==> src/rtl/key_conditioner.sv <==
// key_conditioner
//   Input conditioning for the board-level pushbuttons and slide switches.
//   Every raw input passes through a 2-FF synchroniser. Each active-low KEY
//   is then debounced by its own key_fsm instance. That instance produces a
//   clean level plus one-cycle press, release and auto-repeat pulses.
//
// Ports
//   CLK          system clock
//   RST_N        asynchronous active-low reset
//   KEY          raw pushbuttons, active-low, asynchronous
//   SW           raw slide switches, asynchronous
//   REPEAT_EN    synchronous enable for auto-repeat on all keys
//   SW_SYNC      synchronised switches
//   KEY_LEVEL    debounced key state, 1 = pressed
//   KEY_PRESS    one-cycle pulse on accepted press
//   KEY_RELEASE  one-cycle pulse on accepted release
//   KEY_REPEAT   one-cycle auto-repeat pulse while held

module key_fsm #(
  parameter int DEBOUNCE_CYCLES = 500000,
  parameter int REPEAT_DELAY    = 25000000,
  parameter int REPEAT_PERIOD   = 5000000
) (
  input  logic clk,
  input  logic rst_n,
  input  logic p_i,          // synchronised, active-high pressed
  input  logic repeat_en_i,
  output logic level_o,
  output logic press_o,
  output logic rel_o,
  output logic rpt_o
);

  localparam int CW = $clog2(DEBOUNCE_CYCLES);
  localparam int HW = $clog2(REPEAT_DELAY + 1);
  localparam int PW = $clog2(REPEAT_PERIOD);

  localparam logic [CW-1:0] CNT_LAST  = CW'(DEBOUNCE_CYCLES - 1);
  localparam logic [HW-1:0] HCNT_LAST = HW'(REPEAT_DELAY - 1);
  localparam logic [HW-1:0] HCNT_SAT  = HW'(REPEAT_DELAY);
  localparam logic [PW-1:0] PCNT_LAST = PW'(REPEAT_PERIOD - 1);

  typedef enum logic [1:0] {
    IDLE         = 2'd0,
    PRESS_WAIT   = 2'd1,
    HELD         = 2'd2,
    RELEASE_WAIT = 2'd3
  } state_t;

  state_t          state_q, state_d;
  logic [CW-1:0]   cnt_q, cnt_d;
  logic [HW-1:0]   hcnt_q, hcnt_d;
  logic [PW-1:0]   pcnt_q, pcnt_d;
  logic            level_q, level_d;
  logic            press_q, press_d;
  logic            rel_q, rel_d;
  logic            rpt_q, rpt_d;
  logic            rpt_due;

  // The hold schedule has two phases. hcnt counts the initial delay and
  // saturates at REPEAT_DELAY. After that, pcnt wraps with the repeat period.
  // A long hold therefore never wraps back into the initial-delay window.
  // Both counters only advance on HELD cycles where the key is still down.
  // A bounce into RELEASE_WAIT simply pauses the schedule.
  always_comb begin
    state_d = state_q;
    cnt_d   = cnt_q;
    hcnt_d  = hcnt_q;
    pcnt_d  = pcnt_q;
    level_d = level_q;
    press_d = 1'b0;
    rel_d   = 1'b0;
    rpt_d   = 1'b0;
    rpt_due = 1'b0;
    case (state_q)
      IDLE: begin
        if (p_i) begin
          state_d = PRESS_WAIT;
          cnt_d   = CW'(1);
        end
      end
      PRESS_WAIT: begin
        if (!p_i) begin
          state_d = IDLE;
          cnt_d   = '0;
        end else if (cnt_q == CNT_LAST) begin
          state_d = HELD;
          cnt_d   = '0;
          level_d = 1'b1;
          press_d = 1'b1;
          hcnt_d  = '0;
          pcnt_d  = '0;
        end else begin
          cnt_d = cnt_q + CW'(1);
        end
      end
      HELD: begin
        if (!p_i) begin
          state_d = RELEASE_WAIT;
          cnt_d   = CW'(1);
        end else begin
          if (hcnt_q != HCNT_SAT) begin
            hcnt_d  = hcnt_q + HW'(1);
            pcnt_d  = '0;
            rpt_due = (hcnt_q == HCNT_LAST);
          end else begin
            pcnt_d  = (pcnt_q == PCNT_LAST) ? '0 : pcnt_q + PW'(1);
            rpt_due = (pcnt_q == PCNT_LAST);
          end
          // Counters keep running when repeat is disabled. Pulses then
          // resume on the original schedule.
          rpt_d = rpt_due & repeat_en_i;
        end
      end
      RELEASE_WAIT: begin
        if (p_i) begin
          state_d = HELD;
          cnt_d   = '0;
        end else if (cnt_q == CNT_LAST) begin
          state_d = IDLE;
          cnt_d   = '0;
          level_d = 1'b0;
          rel_d   = 1'b1;
          hcnt_d  = '0;
          pcnt_d  = '0;
        end else begin
          cnt_d = cnt_q + CW'(1);
        end
      end
      default: begin
        state_d = IDLE;
        cnt_d   = '0;
      end
    endcase
  end

  always_ff @(posedge clk or negedge rst_n) begin
    if (!rst_n) begin
      state_q <= IDLE;
      cnt_q   <= '0;
      hcnt_q  <= '0;
      pcnt_q  <= '0;
      level_q <= 1'b0;
      press_q <= 1'b0;
      rel_q   <= 1'b0;
      rpt_q   <= 1'b0;
    end else begin
      state_q <= state_d;
      cnt_q   <= cnt_d;
      hcnt_q  <= hcnt_d;
      pcnt_q  <= pcnt_d;
      level_q <= level_d;
      press_q <= press_d;
      rel_q   <= rel_d;
      rpt_q   <= rpt_d;
    end
  end

  assign level_o = level_q;
  assign press_o = press_q;
  assign rel_o   = rel_q;
  assign rpt_o   = rpt_q;

endmodule

module key_conditioner #(
  parameter int NUM_KEYS        = 2,
  parameter int NUM_SW          = 10,
  parameter int DEBOUNCE_CYCLES = 500000,
  parameter int REPEAT_DELAY    = 25000000,
  parameter int REPEAT_PERIOD   = 5000000
) (
  input  logic                CLK,
  input  logic                RST_N,
  input  logic [NUM_KEYS-1:0] KEY,
  input  logic [NUM_SW-1:0]   SW,
  input  logic                REPEAT_EN,
  output logic [NUM_SW-1:0]   SW_SYNC,
  output logic [NUM_KEYS-1:0] KEY_LEVEL,
  output logic [NUM_KEYS-1:0] KEY_PRESS,
  output logic [NUM_KEYS-1:0] KEY_RELEASE,
  output logic [NUM_KEYS-1:0] KEY_REPEAT
);

  logic [NUM_KEYS-1:0] key_s1_q, key_s1_d;
  logic [NUM_KEYS-1:0] key_s2_q, key_s2_d;
  logic [NUM_SW-1:0]   sw_s1_q, sw_s1_d;
  logic [NUM_SW-1:0]   sw_s2_q, sw_s2_d;
  logic [NUM_KEYS-1:0] key_p;

  always_comb begin
    key_s1_d = KEY;
    key_s2_d = key_s1_q;
    sw_s1_d  = SW;
    sw_s2_d  = sw_s1_q;
  end

  // The key chain resets to 1 (released). A key held through reset is then
  // seen as a fresh press and debounced normally, so no pulse appears at
  // reset exit.
  always_ff @(posedge CLK or negedge RST_N) begin
    if (!RST_N) begin
      key_s1_q <= '1;
      key_s2_q <= '1;
      sw_s1_q  <= '0;
      sw_s2_q  <= '0;
    end else begin
      key_s1_q <= key_s1_d;
      key_s2_q <= key_s2_d;
      sw_s1_q  <= sw_s1_d;
      sw_s2_q  <= sw_s2_d;
    end
  end

  assign key_p   = ~key_s2_q;
  assign SW_SYNC = sw_s2_q;

  genvar g;
  generate
    for (g = 0; g < NUM_KEYS; g++) begin : g_key
      key_fsm #(
        .DEBOUNCE_CYCLES (DEBOUNCE_CYCLES),
        .REPEAT_DELAY    (REPEAT_DELAY),
        .REPEAT_PERIOD   (REPEAT_PERIOD)
      ) u_key (
        .clk         (CLK),
        .rst_n       (RST_N),
        .p_i         (key_p[g]),
        .repeat_en_i (REPEAT_EN),
        .level_o     (KEY_LEVEL[g]),
        .press_o     (KEY_PRESS[g]),
        .rel_o       (KEY_RELEASE[g]),
        .rpt_o       (KEY_REPEAT[g])
      );
    end
  endgenerate

endmodule

==> config.mk <==
export PLATFORM = sky130hd
export DESIGN_NAME = key_conditioner
export DESIGN_NICKNAME = d
export VERILOG_FILES = /design/src/rtl/key_conditioner.sv
export SDC_FILE = /design/constraint.sdc
export NUM_CORES = 1
export LEC_CHECK = 0
export CELL_PAD_IN_SITES_DETAIL_PLACEMENT = 0
export CELL_PAD_IN_SITES_GLOBAL_PLACEMENT = 1
export CORE_MARGIN = 2
export CORE_UTILIZATION = 48
export CTS_BUF_LIST = sky130_fd_sc_hd__clkbuf_16
export CTS_CLUSTER_DIAMETER = 80
export DETAILED_ROUTE_END_ITERATION = 8
export PLACE_DENSITY_LB_ADDON = 0.05
export SLEW_MARGIN = 20
export SYNTH_ARGS = -nofsm -noshare
export SYNTH_HDL_FRONTEND = slang
export SYNTH_SLANG_ARGS = --single-unit
==> constraint.sdc <==
create_clock -name CLK -period 3 [get_ports CLK]
set_clock_uncertainty 0.15 [all_clocks]
set_input_delay 0.45 -clock CLK [delete_from_list [all_inputs] [get_ports CLK]]
set_output_delay 0.45 -clock CLK [all_outputs]
set_load 0.01 [all_outputs]
==> results <==
==> state kept, by name, indices dropped and copies added, names as in the netlist, 10 cells and up, named ones only <==
register	flops
g_key.u_key.hcnt_q	50
g_key.u_key.pcnt_q	46
g_key.u_key.cnt_q	38
SW_SYNC	10
sw_s1_q	10
==> critical path, stage by stage, from the launching register on <==
cell	delay [ns]
dfrtp_1	0.43
or4b_1	0.53
or4_4	0.48
o21ai_4	0.21
buf_4	0.16
nand3_2	0.13
nor3b_1	0.26
mux2_2	0.36
==> power by group through the flow <==
stage / Sequential, mW / Clock [mW] / Combinational [mW]
4_1_cts: 2.34 / 2.22 / 0.160
5_1_grt: 2.35 / 2.34 / 0.177
2_1_floorplan: 2.38 / 0 / 0.0531
6_report: 2.34 / 2.16 / 0.155
3_3_place_gp: 2.38 / 0 / 0.153
3_5_place_dp: 2.39 / 0 / 0.159
==> kinds of logic after synthesis <==
group           count (synthesis)  share of synthesized area
simple gates                  427                      0.261
compound gates                238                      0.162
flops                         170                      0.491
buf+inv                        59                     0.0323
xor+xnor                       38                     0.0384
fa+ha+maj                       8                     0.0116
mux                             3                    0.00390
==> path summary, 6_finish.rpt <==
check | end | depth (start not counted) | slack [ns]
setup reg to reg | g_key[0].u_key.hcnt_q[12] | 7 | 0.17
min in group asynchronous | g_key[1].u_key.hcnt_q[13] | 2 | 0.44
max in group asynchronous | key_s2_q[1] | 3 | 1.43
hold reg to reg | SW_SYNC[4] | 0 | 0.20
hold / removal | SW_SYNC[4] | 0 | 0.20
setup / recovery | g_key[0].u_key.hcnt_q[12] | 7 | 0.17
==> metrics by stage <==
stage	total power, mW	setup slack [ns]	utilization
after floorplan	2.43	0.368	-
after global placement	2.54	0.179	0.519
after detailed placement	2.55	0.122	0.519
after CTS	4.72	0.120	0.552
after global routing	4.86	-0.00746	0.554
final	4.66	0.173	0.554
==> cells in the final DEF, fill, tap and decap left out, types with 8 or more instances in the layout <==
| cell type | n |
|---|---|
| o31ai_1 | 38 |
| clkbuf_16 | 17 |
| buf_4 | 27 |
| or3_1 | 21 |
| nor2b_1 | 21 |
| xnor2_1 | 20 |
| nand3_1 | 55 |
| nor4_1 | 9 |
| nor2_1 | 95 |
| and4_1 | 10 |
| inv_1 | 17 |
| nor3_1 | 17 |
| clkdlybuf4s50_1 | 31 |
| nand4_1 | 32 |
| a31oi_1 | 14 |
| and2_1 | 9 |
| nand2_1 | 79 |
| dfrtp_1 | 166 |
| ha_1 | 8 |
| and3_1 | 28 |
| xor2_1 | 18 |
| a21oi_1 | 38 |
| o21ai_0 | 121 |
| nand2b_1 | 9 |
==> per-layer routing <==
metal | GRT usage | vias up | share of wire
met5 | 0 | - | 0
met4 | 0.0591 | 0 | 0.013
met3 | 0.0433 | 21 | 0.040
met2 | 0.327 | 149 | 0.46
met1 | 0.305 | 3533 | 0.49
li1 | - | 3501 | -
==> area by class of cell <==
cell class / instances / area share
Sequential cell: 170 / 0.431
Timing Repair Buffer: 61 / 0.0561
Multi-Input combinational cell: 714 / 0.419
Clock buffer: 17 / 0.0431
Tap cell: 229 / 0.0290
Clock inverter: 15 / 0.0152
Inverter: 17 / 0.00646
==> what timing repair did <==
item	4_1_cts	5_1_grt
buffers inserted	0	3
endpoints found under the hold margin	64	0
setup endpoints to repair	0	6
hold buffers	1	0
gates resized for setup	0	1
==> impl_metrics.yaml <==
outcome:
  status: "finished, final reports clean"
sta:
  slew_violations: 0
  clock.fmax_mhz: 354
  tightest_slew_ns: 0.800
  setup_viol: 0
  holdWs_ns: 0.201
  hold_viol_final: 0
  min_period_ns: 2.83
  period_share: 0.942
  finalSetupTns_ns: 0
  max_slew_margin: 0.461
clocking:
  htreeDepth: 4
  cts_buffers: 17
  ctsRootBufferMaster: "clkbuf_16"
  tritoncts: "yes"
  cts_num_sinks: 170
  insertion_delay_ns: 0.43
  cts.clk_slew.worst_paths_ns: 0.07
  ctsLongestPathBuffers: 2
power:
  pwr_density_cell_mw_per_mm2: 472
  power_leakage_nw: 4.04
  p_clk_frac: 0.464
  power_frac_comb: 0.033
  ir_drop_uv: 374
  p_int_mw: 3.55
  p_switching_mw: 1.11
  pwr-share-seq: 0.503
  swShare: 0.238
detailed_routing:
  ant_nets: 0
  route.detailed.drc: 0
  routed_wl_mm: 19.7
  post_drt_via_cell_ratio: 5.89
  drt_first_pass_iters: 6
  routedWlPerCell_um: 16.1
  route.vias.total: 7204
  dr.first_iter.drc_count: 528
setup_path:
  crit_fanout: 6
  crit_type: "reg -> reg"
  regToRegStartpoint: "g_key[0].u_key.cnt_q[11]"
  required_ns: 3.16
  end_kind: "register"
  critPathLaunchType: "register"
  startpoint: "g_key[0].u_key.cnt_q[11]"
  cp_data_arrival_time_ns: 2.99
placement:
  io_buffers: 32
  post-dp-hpwl_mm: 13.5
  gp_congestion: 0.824
  dp.cells: 1187
  dpl_cell_area_mm2: 0.00927
synthesis:
  ys_seq_area_frac: 0.491
  yosysTopAreaCell: "dfrtp_1"
  avgSynthCellArea_um2: 9.19
  ys_ff_latch: 170
  netlist.area_leader.share: 0.479
  synth_nets: 966
  async_flop_share: 1.00
  synth_flop_cell: "dfrtp_1"
  yosys_warnings: 0
  syn_area_mm2: 0.00867
  yosys-top-cells-area: "dfrtp_1 (48%), o21ai_0 (7.0%), nor2_1 (4.1%)"
  synth_most_common_cell: "dfrtp_1"
  netlist_instances: 943
  synth_edf_count: 0
  synth_cell_type_count: 56
  ys_top_cells_by_count: "dfrtp_1 (166), o21ai_0 (122), nor2_1 (95), nand2_1 (79), nand3_1 (56)"
die:
  rows: 49
  initial_core_util: 0.486
  fp.coreArea_mm2: 0.0178
  ioPinCount: 33
  die-area_mm2: 0.0191
  die_w_um: 138
  dieHeight_um: 138
grt:
  grt_overflow_total: 0
  grt_first_pass_wirelength_mm: 34.0
  grt_max_degree: 70
  antenna_found_initial: 0
  groute.usage.overall: 0.211
  grt_pass1_vias: 6968
hold_path:
  min-delay-start: "sw_s1_q[4]"
  hold_path_class: "reg -> reg"
cells_and_area:
  multi_input_area_mm2: 0.00414
  nNetsFinal: 1004
  antennaDiodeCount: 0
  final_cells: 1223
  final_cell_area_mm2: 0.00988
  regArea_mm2: 0.00426
  drive_above_1_share: 0.0815
  area_growth_pct: 14.0
  n_fill_cell: 1595
run:
  cap_violations: 0
Note: power is estimated with default switching activity, not from simulation.
==> patch 1, RTL diff (config.mk and constraints unchanged) <==
One comparison of `cnt_q` changes from == to >=.
--- a/src/rtl/key_conditioner.sv
+++ b/src/rtl/key_conditioner.sv
@@ -85,3 +85,3 @@
           cnt_d   = '0;
-        end else if (cnt_q == CNT_LAST) begin
+        end else if (cnt_q >= CNT_LAST) begin
           state_d = HELD;
Behaviour: same outputs for any inputs over 4 cycles, from zero or initial values and one cycle with RST_N low; that may be too few to reach the edited logic, so the function may still have changed.
==> patch 1 against the unedited design <==
  * Worst setup slack worse by 27 ps
  * Worst hold slack worse by 1.7 ps
  * Via count is 11% higher
  * Cell area is 8.3% higher
  * Sequential cell count stayed put
  * First-iteration DRC count is 16% lower
  * Cell count is 8.9% higher
  * Utilization is 1.7 points higher
  * Synthesized area is 6.4% higher
  * Synthesized cell count is 9.2% higher
  * Routed wire length is 9.8% higher
  * Global-route usage is 1.4 points higher
Power is not compared: it rests on default switching activity, and its combinational part moved more than twofold at a synthesized area within 25%.
==> patch 1: results (changes against the unedited design) <==
outcome -> complete, no violations
share of post-route cells with drive strength above 1 -> 0.1066 (+0.02507)
router iterations before antenna repair -> 5 (-1)
Post-synth top cells -> 166 x dfrtp_1, 98 x nand2_1, 67 x nand3_1
# H-tree levels -> 4 (unchanged)
P_leak -> 0.004236 uW
DR vias -> 7966 (+11%)
worst skew pair latency -> 430 ps (about the same)
Mapped Nets -> 1053 (+9.0%)
CTS Buf Count -> 17 (unchanged)
biggest regs -> g_key.u_key.hcnt_q: 50 flops, g_key.u_key.pcnt_q: 46 flops, g_key.u_key.cnt_q: 38 flops
largest net degree at the start of global routing -> 49 (-30%)
CTS root buffer -> clkbuf_16
Hold Startpoint -> sw_s1_q[0]
post-synthesis mux area share -> 0.006511 (+0.002613)
fillers -> 1701 (+6.6%)
worst-path fanout max -> 11 (+5)
peak supply drop -> 483.3 uV
area share of xor/xnor cells in the synthesized design -> 0.01424 (-0.02416)
synth warn -> 0 (unchanged)
first-pass GRT wire length -> 37.39 mm (+10%)
drt wl/cell -> 16.22 microns (+0.80%)
Slew headroom -> 0.5216 (+0.06065)
distinct cell type count of the synthesized netlist -> 73 (+30%)
vias in the first global route -> 7613 (+9.3%)
crit path DAT -> 3020 ps (+30 ps)
placed inst area -> 10120 sq um (+9.2%)
GP Congestion -> 0.7865 (-4.5%)
DPL Wire Length -> 14.69 mm (+9.1%)
gr usage total -> 0.2252 (+0.01378)
CP startpoint -> g_key[0].u_key.cnt_q[14]
Compound-Gate Fraction of Synth Area -> 0.1925 (+0.03092)
register area share after synthesis -> 0.4617 (-0.02973)
post-synthesis adder-cell area fraction -> 0.01085 (-0.0006988)
initial antenna violation count -> 1 (+1)
total inserted antenna cells -> 0 (unchanged)
cell with the most instances after synthesis -> dfrtp_1
1st-iter DRT viols -> 443 (-16%)
CTS Buffer Depth -> 2 (unchanged)
ranking of synthesized cells by area -> dfrtp_1 45%, nand2_1 4.0%, nand3_1 3.6%
-- patch 1: worst max-delay path, cell delays in order (launching register included) --
cell and delay (ps):
dfrtp_1 370, or4b_1 590, or4_1 580, o21ai_4 250
o31ai_2 150, buf_4 190, o31a_1 290, o21a_1 180
-- patch 1: final cells by class --
class	instances	area (sq um)	area share
clock buffers	17	425.4	0.03974
clock inverters	15	123.9	0.01157
inverters	26	97.59	0.009117
multi-input cells	779	4676	0.4368
flip-flops and latches	170	4259	0.3979
well taps	234	292.8	0.02735
repair buffers	91	829.5	0.07750
-- patch 1: where the power goes --
group | switching, uW | internal, uW | total, uW | leakage, uW
registers | 93.3 | 2390 | 2480 | 0.00230
logic | 590 | 379 | 969 | 0.00168
clock network | 949 | 1140 | 2090 | 0.000260
-- patch 1: metrics by stage --
stage,cells,hold WS (ps),worst slack (ps),total power [uW]
6_report,1332,199.6,146.2,5538
5_1_grt,1332,203.3,2.751,5831
4_1_cts,1332,200.0,90.69,5593
3_5_place_dp,1299,184.7,31.85,3477
3_3_place_gp,1299,182.2,119.4,3476
2_1_floorplan,1030,4.409,247.5,3079
-- patch 1: logic make-up (layout without fill, tap and decap cells) --
kind of cell,Yosys count,after routing
adders and majority gates,8,8
AOI/OAI and AO/OA,280,280
muxes,6,6
DFF,170,170
xor gates and xnor gates,15,15
and+or+nand+nor,470,470
buffers and inverters,81,149
-- patch 1: metal layers --
metal,up-vias,global-route usage,share of wire
li1,3980,-,-
met1,3862,0.3274,0.50
met2,103,0.3558,0.46
met3,19,0.03488,0.027
met4,2,0.05524,0.0087
met5,-,0,0.00074
-- patch 1: worst paths after layout --
path | to | slack [ps] | cells past startpoint
max | g_key[0].u_key.hcnt_q[11] | 150 | 7
min reg2reg | SW_SYNC[0] | 200 | 0
min | SW_SYNC[0] | 200 | 0
max in group asynchronous | key_s1_q[1] | 1700 | 3
max reg2reg | g_key[0].u_key.hcnt_q[11] | 150 | 7
min in group asynchronous | SW_SYNC[6] | 340 | 2
-- patch 1: timing repair --
item                                    in CTS  in global routing
pin swaps                                    0                  1
gates resized for setup                      1                  2
hold buffers                                 1                  0
hold endpoints to repair                    34                  0
endpoints found under the setup margin       1                  4
==> patch 2, RTL diff (same settings) <==
Without the edit above. Change the parameter `NUM_KEYS` from 2 to 4.
--- a/src/rtl/key_conditioner.sv
+++ b/src/rtl/key_conditioner.sv
@@ -166,3 +166,3 @@
 module key_conditioner #(
-  parameter int NUM_KEYS        = 2,
+  parameter int NUM_KEYS        = 4,
   parameter int NUM_SW          = 10,
Ports: changed (5 resized); port bits go from 33 to 43. No check against the original RTL was run, so the function may have changed too.
==> patch 2 against the unedited design <==
  * Synthesized area grew 96%
  * Routed wire length increased by 100%
  * Combinational power increased to 6.1 times the old value
  * Global-route usage up 0.76 points
  * Sequential power is 91% higher
  * Power is 110% higher
  * Cell area is 96% higher
  * First-iteration DRC count increased by 44%
  * Sequential cell count grew 150
  * Die area grew 93%
  * Clock power rose by 110%
  * Worst setup slack got worse by 1.3 ps
  * Largest cell class is now multi-input combinational cells
  * Highest routed layer is now met5
==> patch 2: results (changes against the unedited design) <==
worst slew pin tran -> 1087 ps (+286.7 ps)
register area share after synthesis -> 0.4723 (-0.01919)
FF-to-FF Start -> g_key[1].u_key.state_q[0]
sw frac -> 0.2490 (+0.01100)
area share of xor/xnor cells in the synthesized design -> 0.05108 (+0.01267)
WHS Endpoint -> key_s1_q[3]
crit path DAT -> 3150 ps (+160 ps)
# H-tree levels -> 2 (-2)
Final nets -> 1957 (+95%)
met1 WL -> 19.18 mm (+100%)
Hold Startpoint -> KEY[3]
P_leak -> 0.007975 uW (+98%)
Largest stage delay, worst path -> 610 ps (+80 ps)
multi-input combinational area share -> 0.4335 (+0.01437)
first-pass GRT wire length -> 67.05 mm (+97%)
outcome -> complete, no violations
router iterations before antenna repair -> 5 (-1)
biggest regs -> g_key.u_key.hcnt_q: 100 flops, g_key.u_key.pcnt_q: 92 flops, g_key.u_key.cnt_q: 76 flops
Final clock-cell share -> 0.06470 (+0.006454)
gr usage total -> 0.2190 (+0.007575)
share of post-route cells with drive strength above 1 -> 0.08205 (+0.0005623)
Compound-Gate Fraction of Synth Area -> 0.1480 (-0.01357)
DPL Wire Length -> 26.44 mm (+96%)
Crit Reg-Reg Endpoint -> g_key[1].u_key.pcnt_q[3]
post-synthesis mux area share -> 0.003022 (-0.0008765)
Mapped Nets -> 1906 (+97%)
Signal buffers -> 103 (+69%)
Layout non-clock buf frac -> 0.04905 (-0.007052)
GP Congestion -> 0.8250 (+0.18%)
clock buf count -> 41 (+24)
wire length on met3 -> 1.223 mm (+57%)
sequential share of cell area -> 0.4146 (-0.01643)
peak supply drop -> 436.1 uV (+17%)
CTS Buf Count -> 38 (+21)
Hold Crit Depth -> 1 (+1)
inverter count -> 44 (+27)
CP max-delay cell -> or4_1
comb_multi_in -> 1413 (+98%)
1st-iter DRT viols -> 760 (+44%)
-- patch 2: cell types whose count changed after synthesis, moves of 29 or more --
cell / unedited run / this run
xnor2_1: 20 / 49
xor2_1: 18 / 50
dfrtp_1: 166 / 312
clkbuf_1: 28 / 60
nand4_1: 32 / 74
o21ai_0: 122 / 187
nor3_1: 19 / 74
nand3_1: 56 / 139
nand2_1: 79 / 153
nor2_1: 95 / 194
-- patch 2: worst max path at each step --
stage                               from                        end  cells after the start
5_1_grt        g_key[1].u_key.state_q[0]   g_key[1].u_key.pcnt_q[5]                      7
4_1_cts          g_key[2].u_key.cnt_q[7]  g_key[2].u_key.hcnt_q[13]                      6
3_5_place_dp     g_key[2].u_key.cnt_q[7]  g_key[2].u_key.hcnt_q[13]                      6
6_report       g_key[1].u_key.state_q[0]   g_key[1].u_key.pcnt_q[3]                      7
3_3_place_gp     g_key[2].u_key.cnt_q[7]  g_key[2].u_key.hcnt_q[13]                      6
2_1_floorplan                key_s2_q[1]  g_key[1].u_key.hcnt_q[16]                      7
-- patch 2: through the flow --
| step | total power, uW | instances | setup WS, ps | util |
|---|---|---|---|---|
| 6_report | 10020 | 2406 | 171.9 | 0.5571 |
| 5_1_grt | 10480 | 2405 | 13.26 | 0.5570 |
| 4_1_cts | 10190 | 2405 | 83.35 | 0.5568 |
| 3_5_place_dp | 5509 | 2334 | 79.04 | 0.5204 |
| 3_3_place_gp | 5492 | 2334 | 153.9 | 0.5204 |
| 2_1_floorplan | 5090 | 1869 | 489.6 | - |
-- patch 2: cells by family (layout without fill, tap and decap cells) --
family | Yosys count | in the layout
other | 0 | 1
xor gates and xnor gates | 99 | 99
AOI/OAI and AO/OA | 406 | 406
and+or+nand+nor | 883 | 883
muxes | 5 | 5
adders and majority gates | 20 | 20
DFF | 320 | 320
buffers and inverters | 136 | 217
